<file path="config.mk">
export PLATFORM = sky130hd
export DESIGN_NAME = clock_set_ctrl
export DESIGN_NICKNAME = d
export VERILOG_FILES = /design/src/rtl/clock_set_ctrl.sv
export SDC_FILE = /design/constraint.sdc
export NUM_CORES = 1
export LEC_CHECK = 0
export CORE_UTILIZATION = 43
export DETAILED_ROUTE_END_ITERATION = 10
export GPL_ROUTABILITY_DRIVEN = 0
export GPL_TIMING_DRIVEN = 0
export PLACE_DENSITY_LB_ADDON = 0.12
export SKIP_CTS_REPAIR_TIMING = 1
export SYNTH_ARGS = -nofsm -noshare
export SYNTH_HDL_FRONTEND = slang
export SYNTH_SLANG_ARGS = --single-unit
export TNS_END_PERCENT = 30
</file>
<file path="constraint.sdc">
create_clock -name clk -period 2.16 [get_ports clk]
set_input_delay 0.324 -clock clk [delete_from_list [all_inputs] [get_ports clk]]
set_output_delay 0.324 -clock clk [all_outputs]
set_load 0.01 [all_outputs]
</file>
<file path="src/rtl/clock_set_ctrl.sv">
// Button-driven time/alarm setting controller for the DigitalClock core.
// Optional build macro AUTOREPEAT_EN adds auto-repeat on a held btn_inc.
module clock_set_ctrl #(
  parameter int LD_CYC      = 4,
  parameter int TIMEOUT_CYC = 100000,
  parameter int STOP_CYC    = 10,
  parameter int REPEAT_DLY  = 50000,
  parameter int REPEAT_PER  = 10000
) (
  input  logic       clk,
  input  logic       reset,
  input  logic       btn_mode,
  input  logic       btn_inc,
  input  logic       btn_ok,
  input  logic       btn_alarm,
  input  logic       btn_stop,
  input  logic       alarm,
  input  logic [1:0] H_cur1,
  input  logic [3:0] H_cur0,
  input  logic [2:0] M_cur1,
  input  logic [3:0] M_cur0,
  output logic [1:0] H_in1,
  output logic [3:0] H_in0,
  output logic [2:0] M_in1,
  output logic [3:0] M_in0,
  output logic       LD_time,
  output logic       LD_alarm,
  output logic       AL_ON,
  output logic       stop,
  output logic [1:0] edit_field,
  output logic       busy
);

  typedef enum logic [2:0] {
    S_IDLE, S_T_HR, S_T_MIN, S_T_LOAD, S_A_HR, S_A_MIN, S_A_LOAD
  } state_t;

  localparam int LD_W   = $clog2(LD_CYC + 1);
  localparam int TO_W   = $clog2(TIMEOUT_CYC + 1);
  localparam int STOP_W = $clog2(STOP_CYC + 1);

  // Edit value packed as {H1, H0, M1, M0}.
  typedef struct packed {
    logic [1:0] h1;
    logic [3:0] h0;
    logic [2:0] m1;
    logic [3:0] m0;
  } hhmm_t;

  state_t            r_state, w_state_nxt;
  hhmm_t             r_edit, w_edit_nxt, r_shadow;
  logic [4:0]        r_btn_prev;
  logic [4:0]        w_btn, w_evt;
  logic              w_mode, w_ok, w_inc, w_rep, w_any_evt, w_timeout;
  logic [LD_W-1:0]   r_ld_cnt;
  logic [TO_W-1:0]   r_to_cnt;
  logic [STOP_W-1:0] r_stop_cnt;
  logic              r_ld_time, r_ld_alarm, r_al_on, r_stop, r_busy;
  logic [1:0]        r_edit_field;

  function automatic hhmm_t inc_hour(input hhmm_t v);
    hhmm_t r = v;
    if (v.h1 == 2'd2 && v.h0 == 4'd3) begin
      r.h1 = 2'd0;
      r.h0 = 4'd0;
    end else if (v.h0 == 4'd9) begin
      r.h1 = v.h1 + 2'd1;
      r.h0 = 4'd0;
    end else begin
      r.h0 = v.h0 + 4'd1;
    end
    return r;
  endfunction

  // Minute wrap deliberately leaves the hour digits untouched.
  function automatic hhmm_t inc_min(input hhmm_t v);
    hhmm_t r = v;
    if (v.m1 == 3'd5 && v.m0 == 4'd9) begin
      r.m1 = 3'd0;
      r.m0 = 4'd0;
    end else if (v.m0 == 4'd9) begin
      r.m1 = v.m1 + 3'd1;
      r.m0 = 4'd0;
    end else begin
      r.m0 = v.m0 + 4'd1;
    end
    return r;
  endfunction

  function automatic logic [1:0] field_of(input state_t s);
    case (s)
      S_T_HR, S_A_HR:     return 2'd1;
      S_T_MIN, S_A_MIN:   return 2'd2;
      S_T_LOAD, S_A_LOAD: return 2'd3;
      default:            return 2'd0;
    endcase
  endfunction

  assign w_btn     = {btn_stop, btn_alarm, btn_ok, btn_inc, btn_mode};
  assign w_evt     = w_btn & ~r_btn_prev;
  assign w_mode    = w_evt[0];
  assign w_ok      = w_evt[2] & ~w_mode;
  assign w_inc     = (w_evt[1] | w_rep) & ~w_mode & ~w_evt[2];
  assign w_any_evt = (|w_evt) | w_rep;
  assign w_timeout = (r_to_cnt == TO_W'(TIMEOUT_CYC - 1)) && !w_any_evt;

  always_comb begin
    // NOTE: defaults first so every path assigns both outputs -- no latches.
    w_state_nxt = r_state;
    w_edit_nxt  = r_edit;
    case (r_state)
      S_IDLE: if (w_mode) begin
        w_state_nxt = S_T_HR;
        w_edit_nxt  = '{h1: H_cur1, h0: H_cur0, m1: M_cur1, m0: M_cur0};
      end
      S_T_HR, S_T_MIN: begin
        if (w_mode) begin
          w_state_nxt = S_A_HR;
          w_edit_nxt  = r_shadow;
        end else if (w_timeout)  w_state_nxt = S_IDLE;
        else if (w_ok)           w_state_nxt = (r_state == S_T_HR) ? S_T_MIN : S_T_LOAD;
        else if (w_inc)          w_edit_nxt  = (r_state == S_T_HR) ? inc_hour(r_edit) : inc_min(r_edit);
      end
      S_A_HR, S_A_MIN: begin
        if (w_mode || w_timeout) w_state_nxt = S_IDLE;
        else if (w_ok)           w_state_nxt = (r_state == S_A_HR) ? S_A_MIN : S_A_LOAD;
        else if (w_inc)          w_edit_nxt  = (r_state == S_A_HR) ? inc_hour(r_edit) : inc_min(r_edit);
      end
      S_T_LOAD, S_A_LOAD: if (r_ld_cnt == '0) w_state_nxt = S_IDLE;
      default: w_state_nxt = S_IDLE;
    endcase
  end

  always_ff @(posedge clk) begin
    if (!reset) begin
      r_state      <= S_IDLE;
      r_edit       <= '0;
      r_shadow     <= '0;
      r_btn_prev   <= '0;
      r_ld_cnt     <= '0;
      r_to_cnt     <= '0;
      r_stop_cnt   <= '0;
      r_ld_time    <= 1'b0;
      r_ld_alarm   <= 1'b0;
      r_al_on      <= 1'b0;
      r_stop       <= 1'b0;
      r_busy       <= 1'b0;
      r_edit_field <= 2'd0;
    end else begin
      // NOTE: non-blocking so every register samples pre-edge values.
      r_btn_prev   <= w_btn;
      r_state      <= w_state_nxt;
      r_edit       <= w_edit_nxt;
      r_edit_field <= field_of(w_state_nxt);
      r_busy       <= (w_state_nxt != S_IDLE);

      if (w_state_nxt == S_T_LOAD && r_state != S_T_LOAD) begin
        r_ld_time <= 1'b1;
        r_ld_cnt  <= LD_W'(LD_CYC - 1);
      end else if (w_state_nxt == S_A_LOAD && r_state != S_A_LOAD) begin
        r_ld_alarm <= 1'b1;
        r_ld_cnt   <= LD_W'(LD_CYC - 1);
      end else if (r_state == S_T_LOAD || r_state == S_A_LOAD) begin
        if (r_ld_cnt == '0) begin
          r_ld_time  <= 1'b0;
          r_ld_alarm <= 1'b0;
          if (r_state == S_A_LOAD) r_shadow <= r_edit;
        end else begin
          r_ld_cnt <= r_ld_cnt - LD_W'(1);
        end
      end

      if (w_any_evt || w_state_nxt != r_state)
        r_to_cnt <= '0;
      else if (r_state inside {S_T_HR, S_T_MIN, S_A_HR, S_A_MIN})
        r_to_cnt <= r_to_cnt + TO_W'(1);

      if (r_state == S_IDLE && w_evt[3]) r_al_on <= ~r_al_on;

      // A retrigger reloads the count, stretching the strobe.
      if (w_evt[4] && alarm) begin
        r_stop     <= 1'b1;
        r_stop_cnt <= STOP_W'(STOP_CYC - 1);
      end else if (r_stop) begin
        if (r_stop_cnt == '0) r_stop     <= 1'b0;
        else                  r_stop_cnt <= r_stop_cnt - STOP_W'(1);
      end
    end
  end

`ifdef AUTOREPEAT_EN
  localparam int RP_W = $clog2(REPEAT_DLY + 1);
  logic [RP_W-1:0] r_rep_cnt;
  logic            w_inc_held;

  // After the first repeat the count restarts at DLY-PER so later repeats come every PER.
  assign w_inc_held = btn_inc & r_btn_prev[1];
  assign w_rep      = w_inc_held && (r_rep_cnt == RP_W'(REPEAT_DLY - 1));

  always_ff @(posedge clk) begin
    if (!reset)                                        r_rep_cnt <= '0;
    else if (!w_inc_held || w_state_nxt != r_state)    r_rep_cnt <= '0;
    else if (w_rep)                                    r_rep_cnt <= RP_W'(REPEAT_DLY - REPEAT_PER);
    else                                               r_rep_cnt <= r_rep_cnt + RP_W'(1);
  end
`else
  assign w_rep = 1'b0;
`endif

  assign H_in1      = r_edit.h1;
  assign H_in0      = r_edit.h0;
  assign M_in1      = r_edit.m1;
  assign M_in0      = r_edit.m0;
  assign LD_time    = r_ld_time;
  assign LD_alarm   = r_ld_alarm;
  assign AL_ON      = r_al_on;
  assign stop       = r_stop;
  assign edit_field = r_edit_field;
  assign busy       = r_busy;

endmodule

</file>
==> flow_summary.ini <==
[outcome]
outcome = finished, final reports clean

[cells_and_area]
final_net_count = 486
utilization = 0.538
fill_cells = 723
antenna_cells = 0
syn2layout_area_growth_pct = 21.3
final_layout_size_suffix_gt1_frac = 0.102

[critical_path]
path_class = reg -> reg
critPathMaxFanout = 10
worstSetupStartpointType = flip-flop
end_kind = flip-flop
crit_required_ps = 2410
crit_arrival_ps = 2300

[detailed_routing]
drc = 0
ant_nets = 0
firstDrtPassIters = 5
drt-wirelength-per-cell_um = 15.1
viasPerCell = 5.41
vias = 3037
initialDrtViolationCount = 110
routed_wl_mm = 8.47

[clocking]
ctsRootBufferMaster = clkbuf_8
clkLatencyLatePin_ps = 360
cts_tree = yes
numCtsBuffers = 9
clkTransAtPathRegs_ps = 80
clock_sinks = 65
cts_buffer_depth = 2
htree_levels = 3

[logic_synthesis]
synth_enable_flop_cells = 0
ys_async_sr_fraction = 0
syn_nets = 437
synth_cell_type_count = 59
ys_warn_count = 0
yosysSeqAreaShare = 0.380
ys.flop_type = dfxtp_1
synth_seq_cells = 65
synthCells = 405
syn_area_mm2 = 0.00343
avgSynthCellArea_um2 = 8.46

[pwr]
internal_power_mw = 1.89
p_leak_nw = 1.53
combPwrFrac = 0.178
powerDensity_mw_per_mm2 = 645
switchingPower_uw = 797
switching_share = 0.297
seq_power_share = 0.482
finalPower_mw = 2.68
power.share.clock = 0.339
ir_drop_mv = 0.342

[timing]
slew_headroom = 0.602
fin_hold_ws_ps = 467
skew_ps = 8.04
fin_crit_sh = 0.951
hold_viol_final = 0
grt_setup_unrepaired = yes
setup_viol = 0
fin_crit_ps = 2050
final-max-slew-violation-count = 0
fmax_mhz = 487
worstMarginPinSlew_ps = 597

[global_route]
grt_pass1_wl_mm = 14.1
grt_max_degree = 12
grt.overflow.total = 0
grt_antenna_before_repair = 0
grt_pass1_vias = 2893
grtUsageTotal = 0.216

[die]
start_util = 0.443
die-area_mm2 = 0.00833
die_h_um = 91.3
io_pins = 41
fp.dieW_um = 91.3
core_area_mm2 = 0.00773
rows = 32

[flow_run]
cap_viol_max_count = 0

[placement]
place.port_buffers = 40
place_hpwl_mm = 5.79

[worst_hold_path]
hold_path.class = reg -> reg
state kept, by name, indices dropped and copies added, names as in the netlist:
signal	cells
r_ld_cnt	3
r_shadow	13
H_in0	4
LD_alarm	1
r_to_cnt	17
LD_time	1
M_in1	3
edit_field	2
M_in0	4
r_btn_prev	5
r_stop_cnt	4
busy	1
stop	1
H_in1	2
r_state	3
AL_ON	1
synthesized netlist by cell type, types with 2 or more instances:
| cell type | count | area (um^2) |
|---|---|---|
| a21boi_0 | 23 | 173 |
| a21oi_1 | 17 | 85.1 |
| a221o_1 | 2 | 20.0 |
| a222oi_1 | 5 | 50.1 |
| a22o_1 | 3 | 26.3 |
| a22oi_1 | 5 | 37.5 |
| a31o_2 | 3 | 26.3 |
| a31oi_1 | 3 | 18.8 |
| and2_1 | 12 | 75.1 |
| and3_1 | 2 | 12.5 |
| and4_1 | 2 | 17.5 |
| buf_2 | 7 | 35.0 |
| buf_6 | 2 | 22.5 |
| clkbuf_1 | 10 | 37.5 |
| dfxtp_1 | 65 | 1300 |
| ha_1 | 11 | 138 |
| inv_1 | 13 | 48.8 |
| nand2_1 | 56 | 210 |
| nand2b_1 | 8 | 50.1 |
| nand3_1 | 11 | 55.1 |
| nand3b_1 | 5 | 37.5 |
| nand4_1 | 6 | 37.5 |
| nor2_1 | 37 | 139 |
| nor2b_1 | 8 | 50.1 |
| nor3_1 | 6 | 30.0 |
| nor3b_1 | 2 | 15.0 |
| nor4b_1 | 2 | 17.5 |
| nor4bb_1 | 2 | 20.0 |
| o211a_1 | 7 | 70.1 |
| o211ai_1 | 3 | 22.5 |
| o21a_1 | 2 | 15.0 |
| o21ai_0 | 14 | 70.1 |
| o21bai_1 | 2 | 15.0 |
| or2_2 | 2 | 12.5 |
| xnor2_1 | 10 | 87.6 |
| xor2_1 | 14 | 123 |
logic make-up (layout without fill, tap and decap cells):
family / after synthesis / after routing / share of synthesized area
compound gates: 100 / 100 / 0.211
xor+xnor: 24 / 24 / 0.0614
fa+ha+maj: 11 / 11 / 0.0402
buf+inv: 33 / 87 / 0.0442
flops: 65 / 65 / 0.380
mux: 1 / 1 / 0.00292
simple gates: 171 / 171 / 0.260
per-layer routing:
layer	global-route usage	vias up	wire, um
met3	0.0494	12	466
met2	0.352	83	3970
li1	-	1524	-
met1	0.270	1418	3910
met5	0	-	0
met4	0.0992	0	136
cell type report:
class | count | area, um^2 | area share
timing repair buffer | 40 | 400 | 0.0963
inverter | 13 | 48.8 | 0.0117
multi-input combinational | 307 | 2010 | 0.485
clock inverter | 6 | 35.0 | 0.00843
tap | 102 | 128 | 0.0307
sequential | 65 | 1300 | 0.313
clock buffer | 10 | 128 | 0.0307
buffer | 18 | 101 | 0.0244
layout by cell type (no fill, tap or decap), drive strengths merged, types with 4 or more instances in the layout:
cell type,synthesis,routed
a21oi,17,17
ha,11,11
clkinv,0,4
nand3,11,11
nor3,8,8
nand2,56,56
o211a,7,7
and2,12,12
inv,13,13
buf,10,8
nand2b,8,8
nor2b,8,8
clkbuf,10,20
dfxtp,65,65
a222oi,5,5
xnor2,10,10
clkdlybuf4s50,0,40
xor2,14,14
a22oi,5,5
o21ai,15,15
nor2,38,38
nand4,7,7
nand3b,5,5
a21boi,23,23
power groups by stage:
stage	combinational (mW)	sequential, mW	clock, mW
final	0.478	1.29	0.910
after global routing	0.525	1.30	0.982
after CTS	0.469	1.29	0.922
after detailed placement	0.466	1.32	0
after global placement	0.459	1.32	0
after floorplan	0.274	1.32	0
metrics by stage:
step	setup WS [ps]	TNS [ps]	area [um^2]	cells
2_1_floorplan	330	0	3430	405
3_3_place_gp	-456	-7650	3950	547
3_5_place_dp	-498	-8810	3950	547
4_1_cts	-136	-708	4120	563
5_1_grt	-26.5	-52.8	4160	561
6_report	105	0	4160	561
critical path, cell delays in order, from the launching register on:
cell	delay, ps
dfxtp_1	300
buf_2	170
o21a_1	230
or2_1	220
buf_2	210
buf_2	240
a222oi_1	350
nand2_1	90
o211a_1	140
worst paths after layout:
check / from / to / slack, ps / cells past startpoint
max: r_state[0] / H_in1[1] / 110 / 8
min: r_shadow[3] / r_shadow[3] / 470 / 2
max reg2reg: r_state[0] / H_in1[1] / 110 / 8
min reg2reg: r_shadow[3] / r_shadow[3] / 470 / 2
Note: power is estimated with default switching activity, not from simulation.
